[src/rtl/rj_sequencer.sv]
// rj_sequencer: controller for the 16-entry rj memory of one MSDAP channel.
// Loads a full rj table from the input deserializer, then sweeps the table
// for the filter datapath under a valid/ack handshake.
module rj_sequencer #(
   parameter int DATA_W = 16,
   parameter int ADDR_W = 4,
   parameter int NUM_RJ = 16
) (
   input  logic              Sclk,
   input  logic              Reset,
   input  logic              load_start,
   input  logic              word_valid,
   input  logic [DATA_W-1:0] word_in,
   input  logic              compute_start,
   input  logic              rj_ack,
   input  logic [DATA_W-1:0] mem_rdata,
   output logic              write_enable,
   output logic [ADDR_W-1:0] rjwrite,
   output logic [DATA_W-1:0] wdata,
   output logic              read_enable,
   output logic [ADDR_W-1:0] rjread,
   output logic              rj_valid,
   output logic [DATA_W-1:0] rj_data,
   output logic              rj_last,
   output logic              load_done,
   output logic              sweep_done
);

   typedef enum logic [1:0] {
      IDLE,
      LOAD,
      READY,
      READ
   } state_t;

   localparam logic [ADDR_W:0] LAST_IDX = (ADDR_W + 1)'(NUM_RJ - 1);

   state_t          state;
   logic [ADDR_W:0] wcnt;
   logic [ADDR_W:0] rcnt;

   // Sequencer FSM: all control outputs are registered here; a load_start
   // always wins and restarts the table load from address 0.
   always_ff @(posedge Sclk) begin
      if (Reset) begin
         state        <= IDLE;
         wcnt         <= '0;
         rcnt         <= '0;
         write_enable <= 1'b0;
         rjwrite      <= '0;
         wdata        <= '0;
         read_enable  <= 1'b0;
         rjread       <= '0;
         rj_valid     <= 1'b0;
         load_done    <= 1'b0;
         sweep_done   <= 1'b0;
      end else begin
         write_enable <= 1'b0;
         sweep_done   <= 1'b0;
         case (state)
            IDLE: begin
               if (load_start) begin
                  state     <= LOAD;
                  wcnt      <= '0;
                  load_done <= 1'b0;
               end
            end
            LOAD: begin
               if (load_start) begin
                  wcnt      <= '0;
                  load_done <= 1'b0;
               end else if (write_enable && ({1'b0, rjwrite} == LAST_IDX)) begin
                  state     <= READY;
                  load_done <= 1'b1;
               end else if (word_valid && (wcnt <= LAST_IDX)) begin
                  write_enable <= 1'b1;
                  rjwrite      <= wcnt[ADDR_W-1:0];
                  wdata        <= word_in;
                  wcnt         <= wcnt + 1'b1;
               end
            end
            READY: begin
               if (load_start) begin
                  state     <= LOAD;
                  wcnt      <= '0;
                  load_done <= 1'b0;
               end else if (compute_start) begin
                  state       <= READ;
                  rcnt        <= '0;
                  rjread      <= '0;
                  read_enable <= 1'b1;
                  rj_valid    <= 1'b1;
               end
            end
            READ: begin
               if (load_start) begin
                  state       <= LOAD;
                  wcnt        <= '0;
                  rcnt        <= '0;
                  rjread      <= '0;
                  read_enable <= 1'b0;
                  rj_valid    <= 1'b0;
                  load_done   <= 1'b0;
               end else if (rj_valid && rj_ack) begin
                  if (rcnt == LAST_IDX) begin
                     state       <= READY;
                     rcnt        <= '0;
                     rjread      <= '0;
                     read_enable <= 1'b0;
                     rj_valid    <= 1'b0;
                     sweep_done  <= 1'b1;
                  end else begin
                     rcnt   <= rcnt + 1'b1;
                     rjread <= rjread + 1'b1;
                  end
               end
            end
            default: begin
               state <= IDLE;
            end
         endcase
      end
   end

   // The memory is combinational, so data is forwarded straight through and
   // gated to zero whenever no entry is being offered.
   always_comb begin
      rj_data = rj_valid ? mem_rdata : '0;
      rj_last = rj_valid && (rcnt == LAST_IDX);
   end

endmodule

[config.mk]
export PLATFORM = sky130hd
export DESIGN_NAME = rj_sequencer
export DESIGN_NICKNAME = d
export VERILOG_FILES = /design/src/rtl/rj_sequencer.sv
export SDC_FILE = /design/constraint.sdc
export NUM_CORES = 1
export LEC_CHECK = 0
export CORE_UTILIZATION = 38
export DETAILED_ROUTE_END_ITERATION = 12
export PLACE_DENSITY = 0.72
export SETUP_SLACK_MARGIN = 0.5
export SLEW_MARGIN = 40
export SYNTH_ARGS = -nofsm -noshare
export SYNTH_HDL_FRONTEND = slang
export SYNTH_SLANG_ARGS = --single-unit
[constraint.sdc]
create_clock -name Sclk -period 2 [get_ports Sclk]
set_clock_uncertainty 0.1 [all_clocks]
set_input_delay 0.2 -clock Sclk [delete_from_list [all_inputs] [get_ports Sclk]]
set_output_delay 0.2 -clock Sclk [all_outputs]
set_load 0.03 [all_outputs]
==> impl_metrics.py <==
metrics = {
    "status": {
        "status": "completed",
    },
    "clock_tree": {
        "numCtsBuffers": 5,
        "cts_tree": "built",
        "clk_pin_slew_ns": 0.07,
        "clock_latency_ns": 0.28,
        "cts_buffer_depth": 2,
        "cts_root_buf": "clkbuf_8",
        "cts_hold_buf": 0,
        "htreeDepth": 2,
        "clock_sinks": 40,
    },
    "yosys": {
        "synth_warnings": 0,
        "ys_seq_elements": 40,
        "synth.avg_cell_area_sq_um": 8.960,
        "ys_top_cells_by_count": "40 x dfxtp_1, 39 x nand2b_1, 22 x mux2i_1, 18 x and2_1, 12 x a21oi_1",
        "synth_edf_count": 0,
        "yosysTopAreaCellShare": 0.4118,
        "synth_largest_area_cell": "dfxtp_1",
        "syn_area_sq_um": 1944,
        "ys_top_cells_by_area": "dfxtp_1 41%, nand2b_1 13%, mux2i_1 11%, and2_1 5.8%, a21oi_1 3.1%",
        "yosysSeqAreaShare": 0.4118,
        "yosysUniqueCellTypes": 31,
        "async_flop_share": 0,
        "syn_inst": 217,
        "yosysMostFrequentCell": "dfxtp_1",
        "synthFlopType": "dfxtp_1",
        "syn_nets": 259,
    },
    "power_and_ir_drop": {
        "p_total_uw": 1589,
        "clkPwrFrac": 0.357,
        "power.density_nw_per_um2": 493.2,
        "power_switching_uw": 351.0,
        "seq_power_share": 0.511,
        "combPwrFrac": 0.132,
        "peakVddDrop_v": 0.0004676,
        "p_int_uw": 1238,
        "netSwitchingFraction": 0.2209,
        "total_leakage_power_uw": 0.001375,
    },
    "detailed_routing": {
        "drt_pass1_iterations": 4,
        "wirelength_um": 5114,
        "drc_errors": 0,
        "wire_per_inst_um": 13.08,
        "vias": 1852,
        "drt_iter0_drc": 56,
        "ant_nets": 0,
        "avgViaCountPerCell": 4.737,
    },
    "floorplanning": {
        "die_w_um": 73.53,
        "fp-row-count": 25,
        "start_util": 0.4036,
        "die-area_sq_um": 5407,
        "core-area_sq_um": 4817,
        "die_h_um": 73.53,
        "io_pins": 84,
    },
    "sta": {
        "final_max_slew_viol_count": 0,
        "rsz0062_at_grt": "yes",
        "fin_crit_sh": 0.9804,
        "relSlewSlack": 0.7856,
        "min_period_ns": 1.961,
        "worst_pin_slew_ns": 0.3229,
        "finalHoldViolations": 0,
        "setup_viol": 0,
        "max_freq_ghz": 0.5100,
        "fin_tns_setup_ns": 0,
    },
    "place": {
        "place_congestion": 0.7697,
        "place_area_sq_um": 2899,
        "dp_hpwl_um": 3322,
        "portBuffers": 83,
    },
    "cells_and_area": {
        "fin_util": 0.6688,
        "stdcell_area_sq_um": 3222,
        "fin_nets": 366,
        "syn2layout_area_growth_pct": 65.70,
        "drive_gt1_frac": 0.2593,
        "n_antenna_cell": 0,
    },
    "global_routing": {
        "grt_pass1_vias": 1734,
        "grt_pass1_wl_um": 8169,
        "overflow": 0,
        "antenna_found_initial": 0,
        "grt_max_degree": 40,
        "grt_use_total": 0.1949,
    },
    "worst_setup_path": {
        "arrival_ns": 2.07,
        "critPathLaunch": "wcnt[1]",
        "cp-end-kind": "flop",
        "cp.required_ns": 2.11,
        "reg2reg_from": "wcnt[1]",
        "worstPathMaxFanout": 10,
        "path_class": "flop to flop",
        "worstSetupStartpointType": "flop",
    },
    "hold_path": {
        "hold_start": "rj_ack",
        "hp-class": "input pin to flop",
    },
    "job": {
        "max_cap_violations": 0,
    },
}
==> power groups by stage <==
stage | registers [uW] | clock network (uW) | logic, uW
floorplan | 850 | 0 | 64.3
global placement | 831 | 0 | 189
detailed placement | 832 | 0 | 190
CTS | 811 | 583 | 202
global route | 813 | 617 | 225
finish | 812 | 568 | 209
==> per-stage QoR <==
step,worst slack (ns),hold slack (ns),std cells
6_report,0.03917,0.2726,391
5_1_grt,-0.03031,0.2921,391
3_5_place_dp,0.02142,0.3633,359
2_1_floorplan,0.1477,0.2520,217
3_3_place_gp,0.08521,0.3573,359
4_1_cts,0.01701,0.2738,388
==> final cells by class <==
class	instances	area (sq um)
clock buffers	7	96.34
fillers	421	1595
inverters	5	21.27
multi-input cells	157	1146
flip-flops and latches	40	819.5
well taps	67	83.83
repair buffers	115	1055
==> state kept, by name (all words and copies together) (netlist names) <==
signal        cells
wdata            16
state             2
rjread            4
rj_valid          1
sweep_done        1
rcnt              5
write_enable      1
wcnt              5
load_done         1
rjwrite           4
==> cell families after synthesis <==
kind of cell	count (synthesis)	synth area share
fa+ha+maj	4	0.02574
buf+inv	20	0.04826
mux	22	0.1133
flops	40	0.4118
xor+xnor	1	0.004505
compound gates	29	0.08559
simple gates	101	0.3108
==> worst max-delay path, cell delays in order, from the launching register on <==
cell and delay (ns):
dfxtp_4 0.36, ha_4 0.13, and3_4 0.19, ha_4 0.12
inv_2 0.02, a221o_1 0.35, buf_4 0.19, or3_1 0.31
a21oi_1 0.13
==> cells in the final DEF, fill, tap and decap left out, drive strengths merged, types with 2 or more instances in the layout <==
cell / count
nor2: 11
clkbuf: 11
or3: 2
a31oi: 4
nand3: 6
a21oi: 12
nand2: 6
nand3b: 5
mux2i: 22
buf: 46
inv: 5
dfxtp: 40
and2: 18
nor3b: 2
or2b: 2
clkdlybuf4s50: 35
o21ai: 9
dlygate4sd2: 29
nor3: 4
nand2b: 39
ha: 4
==> final timing paths <==
kind / endpoint / cells after the start / slack, ns
worst max-delay path: wcnt[2] / 8 / 0.04
worst min-delay path: sweep_done / 3 / 0.27
worst max register to register: wcnt[2] / 8 / 0.04
worst min register to register: load_done / 2 / 0.37
==> layer usage <==
metal | track usage | wire [um] | up-vias
li1 | - | - | 951
met1 | 0.2437 | 2288 | 867
met2 | 0.3354 | 2639 | 27
met3 | 0.04115 | 119 | 7
met4 | 0.05769 | 66 | 0
met5 | 0 | 0 | -
==> repair_timing <==
item                                    in CTS  in global routing
endpoints found under the setup margin      82                 53
resized for setup                           96                 54
pin swaps                                    7                  6
buffers inserted                            20                  2
gates cloned                                 2                  1
Note: power is estimated with default switching activity, not from simulation.
==> RTL change: new RTL, same settings <==
`DATA_W`: 16 -> 24.
--- a/src/rtl/rj_sequencer.sv
+++ b/src/rtl/rj_sequencer.sv
@@ -2,7 +2,7 @@
 // Loads a full rj table from the input deserializer, then sweeps the table
 // for the filter datapath under a valid/ack handshake.
 module rj_sequencer #(
-   parameter int DATA_W = 16,
+   parameter int DATA_W = 24,
    parameter int ADDR_W = 4,
    parameter int NUM_RJ = 16
 ) (
Ports: changed (resized mem_rdata, rj_data, wdata and word_in); port bits go from 84 to 116. No check against the original RTL was run, so the function may have changed too.
==> RTL change against the unedited design <==
Design area increased by 26%. Synthesized area is 26% higher. Final cell count is 21% higher. Maximum frequency rose by 0.24%. Worst setup slack improved by 0.0047 ns. Non-clock buffer count grew 31. Sequential cell count rose by 8. Routed wire length up 35%. Global-route usage down 0.090 points. Total power is 20% higher. Die area increased by 25%. Synthesized cell count grew 22%. Critical endpoint is now wdata[13]$_SDFFE_PP0P_.
==> RTL change: results <==
{
  "status": "complete, no violations",
  "r2r_end": "wdata[13]$_SDFFE_PP0P_",
  "synthAdderAreaFrac": 0.02046,
  "clk_latency_ns": 0.30,
  "dpl.hpwl_um": 4547,
  "worstRegToRegCells": 9,
  "grt_pass1_wl_um": 9915,
  "vdd.ir_drop.worst_mv": 0.3414,
  "wl_um": 6918,
  "preCtsSetupSlack_ns": -0.04460,
  "worstPathMaxFanout": 7,
  "largestRegisters": "wdata x24, rcnt x5, wcnt x5",
  "place_area_sq_um": 3745,
  "gp_congestion": 0.7988,
  "min_to": "wdata[14]$_SDFFE_PP0P_",
  "synthMuxAreaShare": 0.1269,
  "nets": 458,
  "reg2reg_from": "wcnt[0]$_SDFFE_PP0P_",
  "intPower_mw": 1.455,
  "min-delay-start": "word_in[14]",
  "worstPathArrival_ns": 2.08,
  "vias_per_cell": 4.952,
  "grtUsageTotal": 0.1940,
  "critical-path-top-delay-family": "simple AND/OR/NAND/NOR gates",
  "clk_pin_slew_ns": 0.09,
  "ys_types": 43,
  "p_leak_nw": 1.713,
  "grt_max_degree": 42,
  "cpMaxStageDelayCell": "dfxtp_2",
  "drt_first_iter_violations": 83,
  "placed_cells": 449,
  "hold_ws_ns": 0.3614,
  "syn_area_per_cell_sq_um": 9.266,
  "ys_seq_area_frac": 0.3928,
  "place.port_buffers": 115,
  "ys_top_cells_by_area": "dfxtp_1 (39%), nand2b_1 (15%), mux2i_1 (13%)",
  "synth_xor_xnor_area_share": 0,
  "drive_gt1_frac": 0.2550,
  "synth_fp_nets": 322,
  "max_slew.worst_pin.slew_ns": 0.3968,
  "yosys-top-cells-count": "nand2b_1 (59), dfxtp_1 (48), mux2i_1 (31), and2_1 (25), clkbuf_1 (10)",
  "synth_compound_area_frac": 0.07775
}
RTL change: power by group through the flow:
stage                     registers, mW  clock network [mW]  logic [mW]
after floorplan                    1.03                   0      0.0979
after global placement             1.00                   0       0.279
after detailed placement           1.00                   0       0.283
after CTS                         0.981               0.647       0.291
after global routing              0.983               0.670       0.317
final                             0.980               0.627       0.295
RTL change: per-layer routing:
metal,vias up,GRT usage,share of wire
li1,1171,-,-
met4,0,0.05789,0.0069
met5,-,0,0
met2,109,0.3479,0.50
met3,6,0.05165,0.095
met1,1066,0.2235,0.40
RTL change: what timing repair did:
action / CTS / global route
buffers inserted: 8 / 7
resized for setup: 159 / 73
pin swaps: 5 / 5
endpoints found under the hold margin: 0 / 0
setup endpoints to repair: 104 / 59
gates cloned: 2 / 2
RTL change: area by class of cell:
class,instances,area [sq um]
Inverter,3,11.26
Multi-Input combinational cell,196,1509
Fill cell,530,2008
Sequential cell,48,974.7
Timing Repair Buffer,146,1368
Tap cell,75,93.84
Clock buffer,7,96.34
